$ cat config.mk
export PLATFORM = sky130hd
export DESIGN_NAME = fetch_unit
export DESIGN_NICKNAME = d
export VERILOG_FILES = /design/src/rtl/fetch_pkg.sv /design/src/rtl/fetch_pc_reg.sv /design/src/rtl/fetch_unit.sv
export SDC_FILE = /design/constraint.sdc
export NUM_CORES = 1
export LEC_CHECK = 0
export CAP_MARGIN = 20
export CORE_MARGIN = 2
export CORE_UTILIZATION = 49
export DETAILED_ROUTE_END_ITERATION = 6
export GPL_ROUTABILITY_DRIVEN = 0
export PLACE_DENSITY_LB_ADDON = 0.3
export REMOVE_ABC_BUFFERS = 1
export SLEW_MARGIN = 40
export SYNTH_ARGS = -nofsm -noshare
export SYNTH_HDL_FRONTEND = slang
export SYNTH_SLANG_ARGS = --single-unit
$ cat constraint.sdc
create_clock -name clk -period 4.4 [get_ports clk]
set_input_delay 0.44 -clock clk [delete_from_list [all_inputs] [get_ports clk]]
set_output_delay 0.44 -clock clk [all_outputs]
set_load 0.01 [all_outputs]
$ cat src/rtl/fetch_pkg.sv
`default_nettype none
// +----------------------------------------------------------------------+
// | fetch_pkg : shared types and constants for the Aeolus fetch stage     |
// | Revision  : 1.0                                                       |
// +----------------------------------------------------------------------+
package fetch_pkg;

    localparam int PC_W_DEF = 4;
    localparam int OP_W_DEF = 4;

    typedef enum logic [1:0] {
        ST_FETCH = 2'd0,
        ST_LATCH = 2'd1,
        ST_VALID = 2'd2,
        ST_HALT  = 2'd3
    } fetch_state_t;

    // Conditional-skip opcodes, shared with the decoder.
    localparam logic [OP_W_DEF-1:0] OP_SNZA = 4'h8;
    localparam logic [OP_W_DEF-1:0] OP_SNZS = 4'h9;

    function automatic logic is_skip_op(input logic [OP_W_DEF-1:0] op);
        return (op == OP_SNZA) || (op == OP_SNZS);
    endfunction

endpackage
`default_nettype wire

$ cat src/rtl/fetch_pc_reg.sv
`default_nettype none
// +----------------------------------------------------------------------+
// | fetch_pc_reg : program counter with load > skip > increment priority  |
// | Revision     : 1.0                                                    |
// +----------------------------------------------------------------------+
module fetch_pc_reg #(
    parameter int PC_W = 4
) (
    input  logic            clk,
    input  logic            reset_n,
    input  logic            load,
    input  logic [PC_W-1:0] load_value,
    input  logic            skip,
    input  logic [PC_W-1:0] skip_base,
    input  logic            inc,
    output logic [PC_W-1:0] pc,
    output logic            wrap
);

    logic [PC_W:0]   sum;
    logic [PC_W-1:0] pc_next;

    // Skip advances two words past the held instruction, which is one past
    // the already-incremented pc; the carry bit flags a modulo wrap.
    always_comb begin
        sum     = {1'b0, pc} + (PC_W+1)'(1);
        pc_next = pc;
        wrap    = 1'b0;
        if (skip) begin
            sum = {1'b0, skip_base} + (PC_W+1)'(2);
        end
        if (load) begin
            pc_next = load_value;
        end else if (skip || inc) begin
            pc_next = sum[PC_W-1:0];
            wrap    = sum[PC_W];
        end
    end

    always_ff @(posedge clk or negedge reset_n) begin
        if (!reset_n) begin
            pc <= '0;
        end else begin
            pc <= pc_next;
        end
    end

endmodule
`default_nettype wire

$ cat src/rtl/fetch_unit.sv
`default_nettype none
// +----------------------------------------------------------------------+
// | fetch_unit : Aeolus instruction fetch (PC, ROM address, IR, handshake)|
// | Option     : FETCH_WRAP_HALT_EN halts fetch instead of wrapping pc    |
// | Revision   : 1.0                                                      |
// +----------------------------------------------------------------------+
module fetch_unit
    import fetch_pkg::*;
#(
    parameter int PC_W = PC_W_DEF,
    parameter int OP_W = OP_W_DEF
) (
    input  logic            clk,
    input  logic            reset_n,
    output logic [PC_W-1:0] rom_addr,
    input  logic [OP_W-1:0] rom_data,
    output logic [OP_W-1:0] instr,
    output logic [PC_W-1:0] instr_pc,
    output logic            instr_valid,
    input  logic            instr_ready,
    input  logic            skip,
    input  logic            pc_load,
    input  logic [PC_W-1:0] pc_load_value,
    output logic            halted
);

    fetch_state_t    state;
    logic [PC_W-1:0] pc;
    logic            accept;
    logic            pc_inc;
    logic            pc_skip;
`ifdef FETCH_WRAP_HALT_EN
    logic            pc_wrap;
    logic            wrap_pending;
`endif

    assign accept   = (state == ST_VALID) && instr_valid && instr_ready;
    assign pc_inc   = (state == ST_LATCH) && !pc_load;
    assign pc_skip  = accept && skip && !pc_load;
    assign rom_addr = pc;

    fetch_pc_reg #(
        .PC_W (PC_W)
    ) u_pc_reg (
        .clk        (clk),
        .reset_n    (reset_n),
        .load       (pc_load),
        .load_value (pc_load_value),
        .skip       (pc_skip),
        .skip_base  (instr_pc),
        .inc        (pc_inc),
        .pc         (pc),
`ifdef FETCH_WRAP_HALT_EN
        .wrap       (pc_wrap)
`else
        .wrap       ()
`endif
    );

    always_ff @(posedge clk or negedge reset_n) begin
        if (!reset_n) begin
            state       <= ST_FETCH;
            instr       <= '0;
            instr_pc    <= '0;
            instr_valid <= 1'b0;
`ifdef FETCH_WRAP_HALT_EN
            halted       <= 1'b0;
            wrap_pending <= 1'b0;
`endif
        end else if (pc_load) begin
            // A redirect discards whatever is in flight, including a pending skip.
            state       <= ST_FETCH;
            instr_valid <= 1'b0;
`ifdef FETCH_WRAP_HALT_EN
            halted       <= 1'b0;
            wrap_pending <= 1'b0;
`endif
        end else begin
            case (state)
                ST_FETCH: begin
                    state <= ST_LATCH;
                end
                ST_LATCH: begin
                    instr       <= rom_data;
                    instr_pc    <= pc;
                    instr_valid <= 1'b1;
                    state       <= ST_VALID;
`ifdef FETCH_WRAP_HALT_EN
                    wrap_pending <= pc_wrap;
`endif
                end
                ST_VALID: begin
                    if (accept) begin
                        instr_valid <= 1'b0;
`ifdef FETCH_WRAP_HALT_EN
                        // The last word before the wrap is still delivered; halt on its accept.
                        if (wrap_pending || pc_wrap) begin
                            state  <= ST_HALT;
                            halted <= 1'b1;
                        end else begin
                            state <= ST_FETCH;
                        end
                        wrap_pending <= 1'b0;
`else
                        state <= ST_FETCH;
`endif
                    end
                end
                ST_HALT: begin
                    state <= ST_HALT;
                end
                default: begin
                    state <= ST_FETCH;
                end
            endcase
        end
    end

`ifndef FETCH_WRAP_HALT_EN
    assign halted = 1'b0;
`endif

endmodule
`default_nettype wire

==> results.md <==
- Status: finished clean
- Top post-synthesis cells by area: dfrtp_1 (43%), mux2_4 (15%), ha_1 (8.5%)
- Area share of xor/xnor cells in the synthesized design: 0.0299
- Delay-heaviest family, CP: buffers and inverters
- Total Routing Usage GR: 0.164
- Total Power: 0.543 mW
- Antenna violations before repair: 0
- Worst rel slew slack: 0.584
- Final Skew: 6.26 ps
- Dpl cell area: 1120 sq um
- Synthesized instance count: 69
- Pin count of the biggest net entering global routing: 16
- Hold Crit Class: reg2reg
- Async S/R FF share, synth: 1.00
- Yosys warns: 0
- H-tree depth: 1
- WP data arrival: 1310 ps
- Clock root buffer: clkbuf_4
- DRT Wirelength: 1.48 mm
- Mapped Area: 878 sq um
- Setup TNS: 0 ps
- Setup crit start kind: flop
- Drt first pass iters: 4
- Worst Max-Slew Pin Slew: 622 ps
- CTS tree: yes
- Worst-Skew Late Latency: 280 ps
- Clock Pin Slew Worst Setup and Hold Paths: 90 ps
- Total Die Area: 2150 sq um
- Vias in the first global route: 530
- Layout cells sized above 1: 0.202
- DRC: 0
- Most crowded layer after global routing: met2
- Seq/Total Area, Yosys: 0.427
- Pwr Density: 472 nW/um^2
- Top-level I/O count: 27
- CP Capture Type: output pin
- Worst path buffer plus inverter count: 1
- Largest family of logic cells by synthesized area: multiplexers
- Antenna Nets Post-Route: 0
- Hpwl dp: 1.09 mm
- Mux contribution to synthesized area: 0.177
- Final Max Slew Viols: 0
- Most frequent cells in the layout: clkdlybuf4s50_1 (25), dfrtp_1 (15), mux2_4 (9)
- Via density: 4.89
- Crit-path max cell delay: 570 ps
- Final Hold Viols: 0
- Number of synthesized register bits: 15
- Mean Syn Cell Area: 12.7 sq um
- CTS Hold Bufs: 0
- Most common cell after layout, fill and taps aside: clkdlybuf4s50_1
- Max_cap viols: 0
- Hold_ws: 521 ps
- Routing usage on met1: 0.188
- Post-synth top flop: dfrtp_1
- Cell Chain, Critical Path: clkdlybuf4s50_1
- GR Overflow Total: 0
- Initial Util: 0.514
- Buffers on Ports: 25
- Yosys top cell by area: dfrtp_1
- Diodes inserted: 0
- Design area: 1150 sq um
- Synth-to-layout area growth: 31.2%
- Wire length per cell: 12.5 um
- Crit path kind: reg2out
- Reg-to-reg critical path startpoint: state[1]$_DFFE_PN0P_
- Non-Filler Instances: 119
- Post-synth cell types: 31
- Met3 Usage GRT: 0.0392
- Clock period minus worst slack: 1750 ps
- # setup viols final: 0
- Grt met2 use: 0.256
- Period utilization: 0.398
- Num CTS Buffers: 3
- Placed cells: 115
- CP Max Fanout: 5
- Die Y: 46.3 um
- Fmax achieved: 571 MHz
- Iter 0 DRT Violations: 5
- EDFF count, synth: 0
- Post-Synth Adder-Cell Area: 0.0855
- CP startpoint: u_pc_reg.pc[0]$_DFFE_PN0P_
- VDD IR-drop max: 291 uV
- Final #Nets: 114
- Clk buf depth: 2
- Via count: 582
- Cell Rows: 15
- Setup Buffers After CTS: 0
- Post-Synth Simple-Gate Area: 0.113
- Cts repair resizes: 0
- Core area: 1710 sq um
- Sink Count: 15
- Top-area cell type share of the netlist area: 0.427
- Hold Startpoint: instr[0]$_DFFE_PN0P_
- Chip Width: 46.3 um
- Slowest cell on the critical path: clkdlybuf4s50_1
- Synth Area in Compound Gates: 0.107
- Critical Path RT: 3960 ps
- Wire length of the first global-routing pass: 2.29 mm
- RSZ-0062 raised after global routing: no
- Leak: 0.520 nW
==> state kept, by name, summed over array words and instances, names as in the netlist <==
| register | count |
|---|---|
| instr_pc | 4 |
| instr_valid | 1 |
| u_pc_reg.pc | 4 |
| state | 2 |
| instr | 4 |
==> worst paths after layout <==
kind / slack [ps] / endpoint / cells past startpoint
max: 2650 / rom_addr[0] / 1
min: 520 / instr[0]$_DFFE_PN0P_ / 1
max reg2reg: 2700 / instr_pc[0]$_DFFE_PN0P_ / 4
min reg2reg: 520 / instr[0]$_DFFE_PN0P_ / 1
max in group asynchronous: 3460 / instr_pc[0]$_DFFE_PN0P_ / 1
min in group asynchronous: 530 / instr_valid$_DFFE_PN0P_ / 1
==> where the power goes <==
| group | total [mW] | internal (mW) | switching (mW) |
|---|---|---|---|
| registers | 0.223 | 0.182 | 0.0417 |
| logic | 0.242 | 0.159 | 0.0830 |
| clock network | 0.0783 | 0.0337 | 0.0446 |
==> layer usage <==
layer	part of all wire	vias up	routed length, um
met3	0.043	4	63
met4	0.020	0	30
li1	-	289	-
met2	0.47	16	694
met1	0.47	273	693
met5	0	-	0
==> through the flow <==
| stage | util | setup WS [ps] |
|---|---|---|
| floorplan | - | 2870 |
| global placement | 0.659 | 2390 |
| detailed placement | 0.659 | 2380 |
| CTS | 0.675 | 2620 |
| global route | 0.675 | 2580 |
| finish | 0.675 | 2650 |
==> cells by family after synthesis <==
kind of cell | count (synthesis)
DFF | 15
and+or+nand+nor | 14
AOI/OAI and AO/OA | 11
muxes | 11
buffers and inverters | 8
adders and majority gates | 6
xor gates and xnor gates | 3
other | 1
==> synthesized netlist by cell type, types with 2 or more instances <==
library cell,count
dfrtp_1,15
mux2_4,9
ha_1,6
inv_1,4
nand2_1,3
xor2_1,3
a21oi_1,2
buf_6,2
mux2i_1,2
nor2_1,2
==> layout make-up <==
type | instances | area [sq um]
clock inverters | 1 | 5.00
well taps | 25 | 31.3
repair buffers | 25 | 250
inverters | 4 | 15.0
fillers | 124 | 556
clock buffers | 3 | 22.5
flip-flops and latches | 15 | 375
multi-input cells | 46 | 453
Note: power is estimated with default switching activity, not from simulation.
